<file path="config.mk">
export PLATFORM = sky130hd
export DESIGN_NAME = fifo_param_flat
export DESIGN_NICKNAME = d
export VERILOG_FILES = /design/src/rtl/fifo_param_if.sv /design/src/rtl/fifo_param.sv /design/src/flat_wrapper.sv
export SDC_FILE = /design/constraint.sdc
export NUM_CORES = 2
export LEC_CHECK = 0
export CAP_MARGIN = 20
export CORE_MARGIN = 2
export CORE_UTILIZATION = 50
export CTS_CLUSTER_DIAMETER = 120
export DETAILED_ROUTE_END_ITERATION = 6
export DONT_BUFFER_PORTS = 1
export GPL_TIMING_DRIVEN = 0
export MAX_ROUTING_LAYER = met4
export RECOVER_POWER = 50
export SLEW_MARGIN = 20
export SYNTH_ARGS = -nofsm -noshare
export SYNTH_HDL_FRONTEND = slang
export SYNTH_SLANG_ARGS = --single-unit
</file>
<file path="constraint.sdc">
create_clock -name clk -period 3.75 [get_ports clk]
set_clock_uncertainty 0.1 [all_clocks]
set_input_delay 0.375 -clock clk [delete_from_list [all_inputs] [get_ports clk]]
set_output_delay 0.375 -clock clk [all_outputs]
set_load 0.02 [all_outputs]
</file>
<file path="src/rtl/fifo_param_if.sv">
// Handshake and status bundle between a FIFO and its user.
// The FIFO side uses the slave modport; the producer/consumer side uses master.
interface fifo_param_if #(
  parameter int DATA_WIDTH = 8,
  parameter int ADDR_WIDTH = 8
);
  logic [DATA_WIDTH-1:0] din;
  logic                  wr_en;
  logic                  rd_en;
  logic [DATA_WIDTH-1:0] dout;
  logic                  valid;
  logic                  empty;
  logic                  full;
  logic                  almost_empty;
  logic                  almost_full;
  logic [ADDR_WIDTH:0]   data_count;
  logic                  overflow;
  logic                  underflow;

  modport master (
    output din, wr_en, rd_en,
    input  dout, valid, empty, full, almost_empty, almost_full,
           data_count, overflow, underflow
  );

  modport slave (
    input  din, wr_en, rd_en,
    output dout, valid, empty, full, almost_empty, almost_full,
           data_count, overflow, underflow
  );
endinterface

</file>
<file path="src/rtl/fifo_param.sv">
// Parametrised single-clock FIFO with standard or first-word-fall-through read,
// programmable almost flags, occupancy count and one-cycle error pulses.
// All status outputs are registered from the next-state occupancy so they agree
// with each other in every cycle.
module fifo_param #(
  parameter int DATA_WIDTH    = 8,
  parameter int ADDR_WIDTH    = 8,
  parameter int FWFT          = 0,
  parameter int AFULL_THRESH  = (2 ** ADDR_WIDTH) - 2,
  parameter int AEMPTY_THRESH = 2
) (
  input logic        clk,
  input logic        srst,
  fifo_param_if.slave bus
);

  localparam int                DEPTH     = 2 ** ADDR_WIDTH;
  localparam logic [ADDR_WIDTH:0] DEPTH_CNT = {1'b1, {ADDR_WIDTH{1'b0}}};
  localparam logic [ADDR_WIDTH:0] AF_T      = AFULL_THRESH[ADDR_WIDTH:0];
  localparam logic [ADDR_WIDTH:0] AE_T      = AEMPTY_THRESH[ADDR_WIDTH:0];

  // Storage; contents survive reset on purpose, only pointers/count are cleared.
  logic [DATA_WIDTH-1:0] mem [DEPTH];

  logic [ADDR_WIDTH-1:0] wr_ptr_q, wr_ptr_d;
  logic [ADDR_WIDTH-1:0] rd_ptr_q, rd_ptr_d;
  logic [ADDR_WIDTH:0]   count_q,  count_d;
  logic [DATA_WIDTH-1:0] dout_q,   dout_d;
  logic                  valid_q,  valid_d;
  logic                  empty_q,  empty_d;
  logic                  full_q,   full_d;
  logic                  aempty_q, aempty_d;
  logic                  afull_q,  afull_d;
  logic                  ovf_q,    ovf_d;
  logic                  unf_q,    unf_d;

  logic                  wr_acc;
  logic                  rd_acc;

  // Acceptance is judged against the registered flags, so a write while full
  // is refused even if a read frees a slot in the same cycle (and vice versa).
  assign wr_acc = bus.wr_en && !full_q;
  assign rd_acc = bus.rd_en && !empty_q;

  // Next-state pointers, occupancy, status flags and error pulses.
  always_comb begin
    wr_ptr_d = wr_ptr_q;
    rd_ptr_d = rd_ptr_q;
    count_d  = count_q;
    if (wr_acc) begin
      wr_ptr_d = wr_ptr_q + ADDR_WIDTH'(1);
    end
    if (rd_acc) begin
      rd_ptr_d = rd_ptr_q + ADDR_WIDTH'(1);
    end
    case ({wr_acc, rd_acc})
      2'b10:   count_d = count_q + (ADDR_WIDTH+1)'(1);
      2'b01:   count_d = count_q - (ADDR_WIDTH+1)'(1);
      default: count_d = count_q;
    endcase
    empty_d  = (count_d == '0);
    full_d   = (count_d == DEPTH_CNT);
    aempty_d = (count_d <= AE_T);
    afull_d  = (count_d >= AF_T);
    ovf_d    = bus.wr_en && !wr_acc;
    unf_d    = bus.rd_en && !rd_acc;
  end

  generate
    if (FWFT != 0) begin : g_fwft
      // Head word tracks the next-state read pointer; when the head slot is the
      // one being written this cycle, forward din so a write into an empty FIFO
      // is visible one cycle later.
      always_comb begin
        dout_d  = dout_q;
        valid_d = (count_d != '0);
        if (count_d != '0) begin
          if (wr_acc && (wr_ptr_q == rd_ptr_d)) begin
            dout_d = bus.din;
          end else begin
            dout_d = mem[rd_ptr_d];
          end
        end
      end
    end else begin : g_std
      // Registered read: dout changes only on an accepted read, valid marks it.
      always_comb begin
        dout_d  = dout_q;
        valid_d = rd_acc;
        if (rd_acc) begin
          dout_d = mem[rd_ptr_q];
        end
      end
    end
  endgenerate

  // Storage write port; no reset so it maps onto plain register/RAM cells.
  always_ff @(posedge clk) begin
    if (wr_acc && !srst) begin
      mem[wr_ptr_q] <= bus.din;
    end
  end

  // State register with asynchronous clear of all control and output state.
  always_ff @(posedge clk or posedge srst) begin
    if (srst) begin
      wr_ptr_q <= '0;
      rd_ptr_q <= '0;
      count_q  <= '0;
      dout_q   <= '0;
      valid_q  <= 1'b0;
      empty_q  <= 1'b1;
      full_q   <= 1'b0;
      aempty_q <= 1'b1;
      afull_q  <= 1'b0;
      ovf_q    <= 1'b0;
      unf_q    <= 1'b0;
    end else begin
      wr_ptr_q <= wr_ptr_d;
      rd_ptr_q <= rd_ptr_d;
      count_q  <= count_d;
      dout_q   <= dout_d;
      valid_q  <= valid_d;
      empty_q  <= empty_d;
      full_q   <= full_d;
      aempty_q <= aempty_d;
      afull_q  <= afull_d;
      ovf_q    <= ovf_d;
      unf_q    <= unf_d;
    end
  end

  assign bus.dout         = dout_q;
  assign bus.valid        = valid_q;
  assign bus.empty        = empty_q;
  assign bus.full         = full_q;
  assign bus.almost_empty = aempty_q;
  assign bus.almost_full  = afull_q;
  assign bus.data_count   = count_q;
  assign bus.overflow     = ovf_q;
  assign bus.underflow    = unf_q;

endmodule

</file>
<file path="src/flat_wrapper.sv">
// flat-port wrapper written by rule: the top's interface ports become plain ports
module fifo_param_flat 
#(
  parameter int DATA_WIDTH    = 8,
  parameter int ADDR_WIDTH    = 8,
  parameter int FWFT          = 0,
  parameter int AFULL_THRESH  = (2 ** ADDR_WIDTH) - 2,
  parameter int AEMPTY_THRESH = 2
)
  (clk, srst, bus_din, bus_wr_en, bus_rd_en, bus_dout, bus_valid, bus_empty, bus_full, bus_almost_empty, bus_almost_full, bus_data_count, bus_overflow, bus_underflow);
  fifo_param_if #(.DATA_WIDTH(DATA_WIDTH), .ADDR_WIDTH(ADDR_WIDTH)) bus_i ();
  input logic clk;
  input logic srst;
  input wire logic [$bits(bus_i.din)-1:0] bus_din;
  input wire logic [$bits(bus_i.wr_en)-1:0] bus_wr_en;
  input wire logic [$bits(bus_i.rd_en)-1:0] bus_rd_en;
  output wire logic [$bits(bus_i.dout)-1:0] bus_dout;
  output wire logic [$bits(bus_i.valid)-1:0] bus_valid;
  output wire logic [$bits(bus_i.empty)-1:0] bus_empty;
  output wire logic [$bits(bus_i.full)-1:0] bus_full;
  output wire logic [$bits(bus_i.almost_empty)-1:0] bus_almost_empty;
  output wire logic [$bits(bus_i.almost_full)-1:0] bus_almost_full;
  output wire logic [$bits(bus_i.data_count)-1:0] bus_data_count;
  output wire logic [$bits(bus_i.overflow)-1:0] bus_overflow;
  output wire logic [$bits(bus_i.underflow)-1:0] bus_underflow;
  assign bus_i.din = bus_din;
  assign bus_i.wr_en = bus_wr_en;
  assign bus_i.rd_en = bus_rd_en;
  assign bus_dout = bus_i.dout;
  assign bus_valid = bus_i.valid;
  assign bus_empty = bus_i.empty;
  assign bus_full = bus_i.full;
  assign bus_almost_empty = bus_i.almost_empty;
  assign bus_almost_full = bus_i.almost_full;
  assign bus_data_count = bus_i.data_count;
  assign bus_overflow = bus_i.overflow;
  assign bus_underflow = bus_i.underflow;
  fifo_param #(.DATA_WIDTH(DATA_WIDTH), .ADDR_WIDTH(ADDR_WIDTH), .FWFT(FWFT), .AFULL_THRESH(AFULL_THRESH), .AEMPTY_THRESH(AEMPTY_THRESH)) u_core (.clk(clk), .srst(srst), .bus(bus_i));
endmodule
</file>
# == After elaboration in Yosys (flattened, before gate mapping) ==
# Memories as Yosys holds them, arrays and structs flattened. A register that Yosys moved wholly into a read port is not among the register bits.
# Index checks and enable logic that the tools add are counted.
# totals
n_memories,1
out_inout_bits,24
reg_bits,32
mem_bits_rw,2048
word_cells,34
in_bits,12
# classes
n_reduce_logical,11
eq_ne,3
mux,3
add_sub_neg,4
order_cmp,2
# mem_list
name,words,width,read_ports,rd_ports_with_merged_regs,write_ports,line,source
u_core.mem,256,8,1,1,1,fifo_param.sv:23,logic [DATA_WIDTH-1:0] mem [DEPTH];
# op_table
operator,n
9-bit one-hot mux with 2 select lines,1
"8-bit by 1-bit adder with 8-bit output, second input constant",2
"9-bit by 1-bit adder with 9-bit output, second input constant",1
"9-bit == test, second input constant",1
"9-bit by 8-bit greater-or-equal comparator with 1-bit output, second input constant",1
"9-bit by 2-bit less-or-equal comparator with 1-bit output, second input constant",1
9-bit logical NOT,1
"9-bit by 1-bit subtractor with 9-bit output, second input constant",1
1-bit logical AND,5
1-bit logical NOT,5
"2-bit by 1-bit == test with 1-bit output, second input constant",1
"2-bit == test, second input constant",1
1-bit 2-to-1 mux,2

# == Longest topological paths before layout ==
# depth
word_depth,5
ltp_mapped,14
ltp_nobuf,12

# == Worst setup path before layout ==
# Ideal clock, no wire load.
# synth_timing
kind,reg2reg
startpoint,"register u_core.empty_q, in the netlist u_core.bus.empty"
endpoint,"register u_core.aempty_q, in the netlist u_core.bus.almost_empty"
path_buffers,3
required_time_ns,3.561
t_arrival_ns,3.011
path_slack_ns,0.550
synth_period_minus_slack_ns,3.200
setup_time_ns,0.089
path_stages_with_launch,15
cell_sequence,dfstp_2 > nand2b_1 > buf_2 > clkbuf_1 > inv_1 > ha_1 > clkbuf_1 > inv_1 > a21oi_1 > o21ai_0 > a31oi_1 > xnor2_1 > nand3_1 > or4_1 > a211oi_1
# synth_between
elab_chain_len,5
word_cells_on_any_way,6
cone_classes,order compare: 1; eq/ne: 2; mux: 1; reduce/logical: 2
# synth_rtl
item,line,source
from (decl),fifo_param.sv:30,"logic empty_q, empty_d;"
from (signal assigned),fifo_param.sv:124,empty_q <= empty_d;
1-bit logical NOT *,fifo_param.sv:43,assign rd_acc = bus.rd_en && !empty_q;
1-bit logical AND *,fifo_param.sv:43,
2-bit by 1-bit == test with 1-bit output / 2-bit == test (equally long branches),fifo_param.sv:56,"case ({wr_acc, rd_acc})"
9-bit one-hot mux with 2 select lines *,fifo_param.sv:56,
9-bit by 2-bit less-or-equal comparator with 1-bit output *,fifo_param.sv:63,aempty_d = (count_d <= AE_T);
via u_core.aempty_d,fifo_param.sv:32,"logic aempty_q, aempty_d;"
to (signal assigned),fifo_param.sv:126,aempty_q <= aempty_d;
to (decl),fifo_param.sv:32,
# Mark *: on every way through the listed nets, which the timed path passes. The rest lies on a longest branch.
# A chain may end at the register's enable or synchronous reset.

==> results.toml <==
[critical_path]
cp_max_fo = 10
crit_path_end_kind = "flip-flop"
r2r_end = "u_core.bus.dout[4]"
worstRegToRegCells = 10
startpoint_type = "flip-flop"
reg2reg_from = "u_core.rd_ptr_q[1]"
arrival_ps = 4650
reg2reg_slack_ps = -270
crit_required_ps = 4380
cp-endpoint = "u_core.bus.dout[4]"
critical_path.startpoint = "u_core.rd_ptr_q[1]"
crit_type = "flip-flop to flip-flop"

[pwr]
p_sw_mw = 31.1
p_per_area_nw_per_um2 = 830
irDropWorstVdd_uv = 715
switching_share = 0.395
pwr-share-comb = 0.402
clkPwrFrac = 0.263
power_mw = 78.7
leakagePower_nw = 30.4
seqPwrFrac = 0.335
p_int_mw = 47.6

[clocking]
cts_tree = "built"
path_clk_slew_ps = 60
insertion_delay_ps = 890
cts_made_buffers = 210
cts.sinks = 2088
h-tree-depth = 4
clk_path_buf_depth = 3
clockRootBuffer = "clkbuf_16"

[grt]
grt_pass1_vias = 44200
antenna_found_initial = 14
track_usage = 0.385
grt_pass1_wl_um = 409000
grt-ovfl-total = 0
grt_max_degree = 257

[place]
pre_cts_ws_ps = -1790
postPlaceCellArea_um2 = 85700
gp_congestion = 1.00
hpwl_um = 198000
portBuffers = 0

[yosys]
synthAdderAreaFrac = 0.00107
synth_nets = 4153
synth-simple-area-share = 0.0307
synthXorXnorAreaFrac = 0.00257
synth_area_um2 = 81900
synth.distinct_cells = 71
synth-edff-count = 2048
yosys_warnings = 0
synth.area.mux_share = 0.145
ys_async_sr_fraction = 0.0192
synth_top_family_by_area = "multiplexers"
syn_avg_cell_area_um2 = 19.8
synth_compound_area_frac = 0.0391
synth_flop_cell = "edfxtp_1"
ys_seq_area_frac = 0.763
synth-seq-cells = 2088
synth_cells = 4134

[die]
fp.dieW_um = 409
start_util = 0.503
core_area_um2 = 163000
rows = 148
ios = 36
chipHeight_um = 409
die_area_um2 = 167000

[worst_hold_path]
worstHoldPathCells = 2
holdCritPathClass = "primary input to flip-flop"

[routing]
routed-via-count = 48100
drt_iter0_markers = 9094
ant_nets = 0
viasPerCell = 7.05
first_pass_iters = 7
wire_per_inst_um = 45.9
drc = 14
drt-total-wl_um = 314000

[job]
maxCapViolations = 8

[layout]
fin_nets = 4482
stdcell_area_um2 = 94900
drive_gt1_frac = 0.248
area_delta_synth_final_pct = 15.8

[sta]
final-setup-viol-count = 139
worstMarginPinSlew_ps = 3480
layout_min_cycle_time_ps = 4020
hold_viol = 0
fin_crit_sh = 1.07
slew_violations = 1094
fmax_mhz = 249
max_slew_margin = -1.32
setup_ws_ps = -269
rsz0062_at_grt = "yes"

[run_status]
outcome = "finished, violations left"
failed_checks = "DRC, capacitance limit, slew limit, setup timing"
## layer usage
metal | GRT usage | vias up | wire length [um]
met1 | 0.497 | 25200 | 112000
met2 | 0.528 | 4210 | 135000
met4 | 0.235 | 0 | 22500
met3 | 0.129 | 928 | 44000
li1 | - | 17700 | -
met5 | - | - | 0
## power groups by stage
stage	Combinational (mW)	Clock (mW)	Sequential [mW]
CTS	29.2	20.7	26.3
global placement	26.3	0	26.8
global route	30.9	21.6	26.4
finish	31.6	20.7	26.4
floorplan	12.7	0	26.6
detailed placement	27.1	0	26.8
## critical path, cell delays in order (launching register included)
cell	delay (ps)
dfrtp_1	370
buf_6	220
nand2b_1	140
clkbuf_1	550
clkbuf_2	480
clkbuf_4	500
o221ai_1	260
o211ai_1	500
o2111ai_1	190
o211ai_1	290
o41ai_2	230
## sequential cells by signal, indices dropped and copies added (netlist names), 8 cells and up
signal / cells
u_core.bus.dout: 8
u_core.mem: 2048
u_core.rd_ptr_q: 8
u_core.wr_ptr_q: 8
u_core.bus.data_count: 9
## cell families (layout without fill, tap and decap cells)
family | Yosys count | count (layout)
flip-flops | 2088 | 2088
adder cells (fa/ha/maj) | 7 | 7
AO/OA/AOI/OAI | 468 | 468
AND/OR/NAND/NOR | 593 | 593
XOR/XNOR | 24 | 24
multiplexers | 687 | 687
other | 0 | 14
buffers and inverters | 267 | 771
## how the worst min path moves through the flow
| stage | from | slack (ps) | to |
|---|---|---|---|
| floorplan | bus_din[0] | 370 | u_core.mem[0][0] |
| global placement | bus_rd_en | 410 | u_core.bus.underflow |
| detailed placement | srst | 170 | u_core.bus.data_count[3] |
| CTS | bus_rd_en | 70 | u_core.bus.underflow |
| global route | bus_rd_en | 110 | u_core.bus.underflow |
| finish | bus_rd_en | 90 | u_core.bus.underflow |
## through the flow
stage | hold WS [ps] | instances | setup TNS, ps | util
2_1_floorplan | 374 | 4134 | 0 | -
3_3_place_gp | 406 | 6309 | -1607000 | 0.520
3_5_place_dp | 170 | 6346 | -36160 | 0.526
4_1_cts | 66.1 | 6755 | -8070 | 0.577
5_1_grt | 113 | 6820 | -917 | 0.583
6_report | 89.3 | 6827 | -6080 | 0.583
## cell type report
class	count	area (um2)
Tap cell	2175	2720
Antenna cell	14	35.0
Fill cell	12000	67900
Sequential cell	2088	62500
Timing Repair Buffer	121	1690
Buffer	244	2680
Inverter	19	76.3
Clock inverter	132	1250
Clock buffer	255	5420
Multi-Input combinational cell	1779	18500
## cells in the final DEF, fill, tap and decap left out, drive strengths merged, types with 19 or more instances in the layout
| cell type | synthesis | final |
|---|---|---|
| dfrtp | 38 | 38 |
| nand3 | 34 | 34 |
| a21oi | 116 | 116 |
| o211ai | 19 | 19 |
| buf | 126 | 228 |
| a211oi | 32 | 32 |
| edfxtp | 2048 | 2048 |
| mux4 | 395 | 395 |
| inv | 18 | 21 |
| clkinv | 1 | 107 |
| nand2 | 142 | 142 |
| clkbuf | 122 | 375 |
| o221ai | 62 | 62 |
| nor2 | 309 | 309 |
| a22oi | 50 | 50 |
| o22ai | 41 | 41 |
| nor3 | 28 | 28 |
| o21ai | 58 | 58 |
| a221oi | 19 | 19 |
| mux2i | 283 | 283 |
| nor2b | 24 | 24 |
## Yosys cell counts (all sizes together), types with 7 or more instances
cell / instances / area share
o22ai: 41 / 0.0031
o21ai: 58 / 0.0035
nor4: 16 / 0.0012
nand2b: 7 / 0.00053
a22o: 15 / 0.0016
buf: 126 / 0.013
a221oi: 19 / 0.0021
mux2: 9 / 0.0012
dfrtp: 38 / 0.012
nor2b: 24 / 0.0018
clkbuf: 122 / 0.0056
nor2: 309 / 0.014
o211ai: 19 / 0.0017
a22oi: 50 / 0.0046
mux2i: 283 / 0.035
edfxtp: 2048 / 0.75
o221ai: 62 / 0.0066
mux4: 395 / 0.11
xor2: 7 / 0.00075
a21oi: 116 / 0.0071
nand2: 142 / 0.0065
inv: 18 / 0.00082
a31oi: 13 / 0.00099
a211oi: 32 / 0.0029
nor3: 28 / 0.0017
ha: 7 / 0.0011
xnor2: 17 / 0.0018
nand3: 34 / 0.0021
## timing repair
action / 4_1_cts / 5_1_grt
hold buffers: 14 / 8
setup endpoints to repair: 344 / 295
resized for setup: 334 / 140
pin swaps: 13 / 12
setup buffers: 11 / 43
hold endpoints to repair: 2094 / 468
Power figures use the tool's default switching activity.
